===== config.mk =====
export PLATFORM = sky130hd
export DESIGN_NAME = imem_loader
export DESIGN_NICKNAME = d
export VERILOG_FILES = /design/src/rtl/imem_loader.sv
export SDC_FILE = /design/constraint.sdc
export NUM_CORES = 1
export LEC_CHECK = 0
export ABC_AREA = 0
export CAP_MARGIN = 10
export CORE_ASPECT_RATIO = 1.4
export CORE_UTILIZATION = 40
export CTS_BUF_LIST = sky130_fd_sc_hd__clkbuf_16
export DETAILED_ROUTE_END_ITERATION = 10
export PLACE_DENSITY = 0.72
export SLEW_MARGIN = 20
export SYNTH_ARGS = -nofsm -noshare
export SYNTH_HDL_FRONTEND = slang
export SYNTH_SLANG_ARGS = --single-unit
export TNS_END_PERCENT = 1

===== constraint.sdc =====
create_clock -name clk -period 2.4 [get_ports clk]
set_input_delay 0.48 -clock clk [delete_from_list [all_inputs] [get_ports clk]]
set_output_delay 0.48 -clock clk [all_outputs]
set_load 0.01 [all_outputs]

===== src/rtl/imem_loader.sv =====
// Byte-stream instruction RAM loader: packs big-endian bytes into 32-bit words,
// writes them from word 0 upward and keeps the core held in reset meanwhile.
module imem_loader #(
  parameter int DEPTH = 64,
  parameter int AW    = 6
) (
  input  logic          clk,
  input  logic          rst_n,
  input  logic          start,
  input  logic          abort,
  input  logic [AW:0]   nwords,
  input  logic [7:0]    byte_in,
  input  logic          byte_valid,
  output logic          byte_ready,
  output logic          we,
  output logic [31:0]   waddr,
  output logic [31:0]   wd,
  output logic          busy,
  output logic          cpu_hold,
  output logic          done,
  output logic [31:0]   csum
);

  typedef enum logic [1:0] {IDLE, RECV, WRITE, DONE} state_e;

  localparam logic [AW:0] DepthW = (AW+1)'(DEPTH);
  localparam logic [AW:0] OneW   = (AW+1)'(1);

  state_e        state_q, state_d;
  logic [AW:0]   count_q, count_d;
  logic [AW:0]   wordCnt_q, wordCnt_d;
  logic [1:0]    byteCnt_q, byteCnt_d;
  logic [23:0]   shift_q, shift_d;
  logic          we_q, we_d;
  logic [AW-1:0] waddr_q, waddr_d;
  logic [31:0]   wd_q, wd_d;
  logic [31:0]   csum_q, csum_d;

  always_ff @(posedge clk or negedge rst_n) begin
    if (!rst_n) begin
      state_q   <= IDLE;
      count_q   <= '0;
      wordCnt_q <= '0;
      byteCnt_q <= '0;
      shift_q   <= '0;
      we_q      <= 1'b0;
      waddr_q   <= '0;
      wd_q      <= '0;
      csum_q    <= '0;
    end else begin
      state_q   <= state_d;
      count_q   <= count_d;
      wordCnt_q <= wordCnt_d;
      byteCnt_q <= byteCnt_d;
      shift_q   <= shift_d;
      we_q      <= we_d;
      waddr_q   <= waddr_d;
      wd_q      <= wd_d;
      csum_q    <= csum_d;
    end
  end

  // Abort overrides everything, including a byte offered in the same cycle.
  always_comb begin
    state_d   = state_q;
    count_d   = count_q;
    wordCnt_d = wordCnt_q;
    byteCnt_d = byteCnt_q;
    shift_d   = shift_q;
    we_d      = 1'b0;
    waddr_d   = waddr_q;
    wd_d      = wd_q;
    csum_d    = csum_q;
    byte_ready = (state_q == RECV) && !abort;

    if (abort) begin
      state_d = IDLE;
    end else begin
      case (state_q)
        IDLE, DONE: begin
          if (start) begin
            state_d   = RECV;
            count_d   = (nwords == '0 || nwords > DepthW) ? DepthW : nwords;
            wordCnt_d = '0;
            byteCnt_d = '0;
            csum_d    = '0;
          end
        end
        RECV: begin
          if (byte_valid) begin
            shift_d   = {shift_q[15:0], byte_in};
            byteCnt_d = byteCnt_q + 2'd1;
            if (byteCnt_q == 2'd3) begin
              we_d    = 1'b1;
              waddr_d = wordCnt_q[AW-1:0];
              wd_d    = {shift_q, byte_in};
              state_d = WRITE;
            end
          end
        end
        WRITE: begin
          csum_d    = csum_q ^ wd_q;
          wordCnt_d = wordCnt_q + OneW;
          state_d   = (wordCnt_q + OneW == count_q) ? DONE : RECV;
        end
        default: state_d = IDLE;
      endcase
    end
  end

  assign we       = we_q;
  assign waddr    = {{(32-AW){1'b0}}, waddr_q};
  assign wd       = wd_q;
  assign busy     = (state_q == RECV) || (state_q == WRITE);
  assign cpu_hold = busy;
  assign done     = (state_q == DONE);
  assign csum     = csum_q;

endmodule


==> metrics <==
status=finished with violations; failing checks=DRC; IO buf count=94; VDD IR max=0.496 mV; Post-CTS Setup Inserts=0; Mean Syn Cell Area=11.9 µm²; Leakage=3.13 nW; Slew Limit Fails=0; share of cells above drive strength 1=20.4%; largest delay contributor family on the critical path=multiplexers; Primary FF master, synth=dfrtp_1; slowest CP cell=mux2i_4; fin area=6920 µm²; Layout Utilization=54.3%; vias in the first global route=3538; clk_skew=0.00769 ns; post-synthesis sequential area ratio=54.3%; switch share=23.8%; DIE WIDTH=98.5 µm; drc violations=1; Clk pwr share=44.1%; WP data required=2.68 ns; total gr overflow=0; router iterations before antenna repair=11; Initial Util=40.9%; synthesis warning total=0; final hold violations=0; Comb pwr share=15.7%; clk buf depth=2; CTS Buf Count=17; hold crit path type=input pin to async pin; Max transition margin=57.9%; clk root buf=clkbuf_16; clock-pin slew on the worst setup and hold paths=0.05 ns; Die Area=13500 µm²; Post-synth EDFFs=0; gpl congestion=0.785; Reg power frac=40.2%; Final ANT Viol Nets=0; period utilization=89.6%; Die Ht=137 µm; DR vias=3496; Crit Path Max Fanout=19; DP HPWL=7550 µm; H-Tree Depth=4; Antenna diodes=0; initial DRC count=131; area added between synthesis and finish=32.8%; Worst Slack Setup Final=0.251 ns; CTS tree=yes; Mapped Area=5210 µm²; Core ar.=12800 µm²; Post-synth ARST share=100%; Hold WS=0.0601 ns; P_int=4.74 mW; CP Class=flop to flop; Via density=4.99; nature of the critical path startpoint=flop; RSZ-0062 raised after global routing=false; overall power=6.21 mW; max frequency=465 MHz; wire per inst=15.7 µm; CP Capture Type=flop; pwr/cell area=898 nW/µm²; endpoints failing setup=0; P_sw=1.48 mW; Overall Global Routing Usage=17.5%; CTS sink count=113; final wirelength=11000 µm; first-pass GRT wire length=18000 µm; fin nets=561; initial antenna violation count=0; Syn Inst Count=439; Synth cell types=42; Worst-Margin Slew=0.619 ns; CP peak stage delay=0.59 ns; Setup TNS Final=0 ns; fillcell total=1064; final std cells w/o fill=701; maximum number of pins on one net before global-route repair=49; clk_lat worst skew=0.41 ns; Post-Place Cell Area=6260 µm²; CTS Hold Bufs=0; Max-cap violations=0; min Tclk post-route=2.15 ns; Placed Instances=670; WP data arrival=2.43 ns; Yosys reg bits=113; count of standard-cell rows=49; Buf+Inv Stages, Crit Path=2; top-level port count=121; crit path cell chain=inv_1 -> ha_2 -> mux2i_4 -> buf_12 -> nor3b_1 -> xnor2_1 -> nor2_1; dpl ws=0.225 ns
synth_stat cells, drive strengths merged (6+ instances only):
master / number / share of area, %
nand3: 7 / 0.77
xnor2: 37 / 6.2
mux2: 62 / 13
buf: 40 / 5.3
clkbuf: 11 / 0.79
dfrtp: 113 / 54
inv: 8 / 0.58
nand2b: 6 / 0.72
nor2: 38 / 2.7
nand2: 15 / 1.1
nor3b: 34 / 4.9
o21ai: 15 / 1.4
a21oi: 9 / 0.86
cell families (layout without fill, tap and decap cells):
family | count (synthesis) | after routing | share of synthesized area (%)
AO/OA/AOI/OAI | 37 | 37 | 4.47
adder cells (fa/ha/maj) | 5 | 5 | 1.20
flip-flops | 113 | 113 | 54.3
XOR/XNOR | 39 | 39 | 6.55
buffers and inverters | 59 | 143 | 6.63
multiplexers | 66 | 66 | 14.2
other | 1 | 26 | 0.0720
AND/OR/NAND/NOR | 119 | 119 | 12.7
worst paths after layout:
kind / to / from / slack (ns) / cells past startpoint
max in group asynchronous: csum[9] / rst_n / 1.58 / 2
worst min register to register: waddr_q[4] / waddr_q[4] / 0.48 / 2
worst max register to register: csum[28] / state_q[0] / 0.25 / 7
worst min-delay path: csum[13] / rst_n / 0.06 / 1
min in group clk: waddr_q[4] / waddr_q[4] / 0.48 / 2
worst max-delay path: csum[28] / state_q[0] / 0.25 / 7
state kept, by name, summed over array words and instances (netlist names):
signal and count:
byteCnt_q 2, count_q 7, csum 32, shift_q 24, state_q 2, waddr_q 6
wd 32, we 1, wordCnt_q 7
power by group through the flow:
stage                     registers, mW  logic, mW  clock network [mW]
after detailed placement           2.53      0.978                   0
after global routing               2.55       1.06                2.89
after floorplan                    2.50      0.511                   0
after CTS                          2.51      0.989                2.79
final                              2.50      0.973                2.74
after global placement             2.52      0.947                   0
layout make-up:
type	instances	area, µm²	area share, %
Clock buffer	17	425	6.15
Sequential cell	113	2830	40.9
Multi-Input combinational cell	292	2160	31.2
Timing Repair Buffer	104	1070	15.4
Clock inverter	14	219	3.16
Tap cell	153	191	2.77
Inverter	8	30.0	0.434
what timing repair did:
| action | CTS | global route |
|---|---|---|
| resized for setup | 3 | 3 |
| endpoints found under the setup margin | 3 | 3 |
| pin swaps | 0 | 0 |
routing by layer:
layer / routed length [µm] / part of all wire [%] / GRT usage [%]
met1: 4650 / 42 / 19.9
met3: 450 / 4.1 / 5.77
met2: 5790 / 52 / 30.9
met4: 153 / 1.4 / 6.38
met5: 0 / 0 / 0
cells in the final DEF (no fill, tap or decap), types with 2 or more instances in the layout:
| cell | n |
|---|---|
| clkinv_1 | 5 |
| mux2_2 | 62 |
| nor3b_1 | 34 |
| nor2_1 | 37 |
| nor2b_1 | 4 |
| buf_12 | 4 |
| o2bb2ai_1 | 2 |
| nand2b_1 | 6 |
| bufinv_16 | 6 |
| o21ai_0 | 15 |
| clkdlybuf4s50_1 | 89 |
| clkbuf_16 | 17 |
| conb_1 | 26 |
| nand3_2 | 2 |
| inv_1 | 8 |
| nand4_1 | 4 |
| nor4_1 | 2 |
| a21oi_1 | 9 |
| dfrtp_1 | 113 |
| or2_2 | 2 |
| xnor2_1 | 37 |
| nand2_1 | 15 |
| dlymetal6s2s_1 | 3 |
| xor2_1 | 2 |
| a22o_1 | 2 |
| ha_2 | 2 |
| nand3_1 | 5 |
| clkinvlp_4 | 2 |
| buf_4 | 7 |
| mux2i_1 | 3 |
| ha_1 | 3 |
worst register-to-register path, delay by kind of cell, from the launching register on:
family,cells,cell delay (ns)
mux,1,0.59
fa+ha+maj,1,0.40
flops,1,0.39
buf+inv,2,0.30
xor+xnor,1,0.19
simple gates,2,0.16
(Power assumes the default switching activity.)
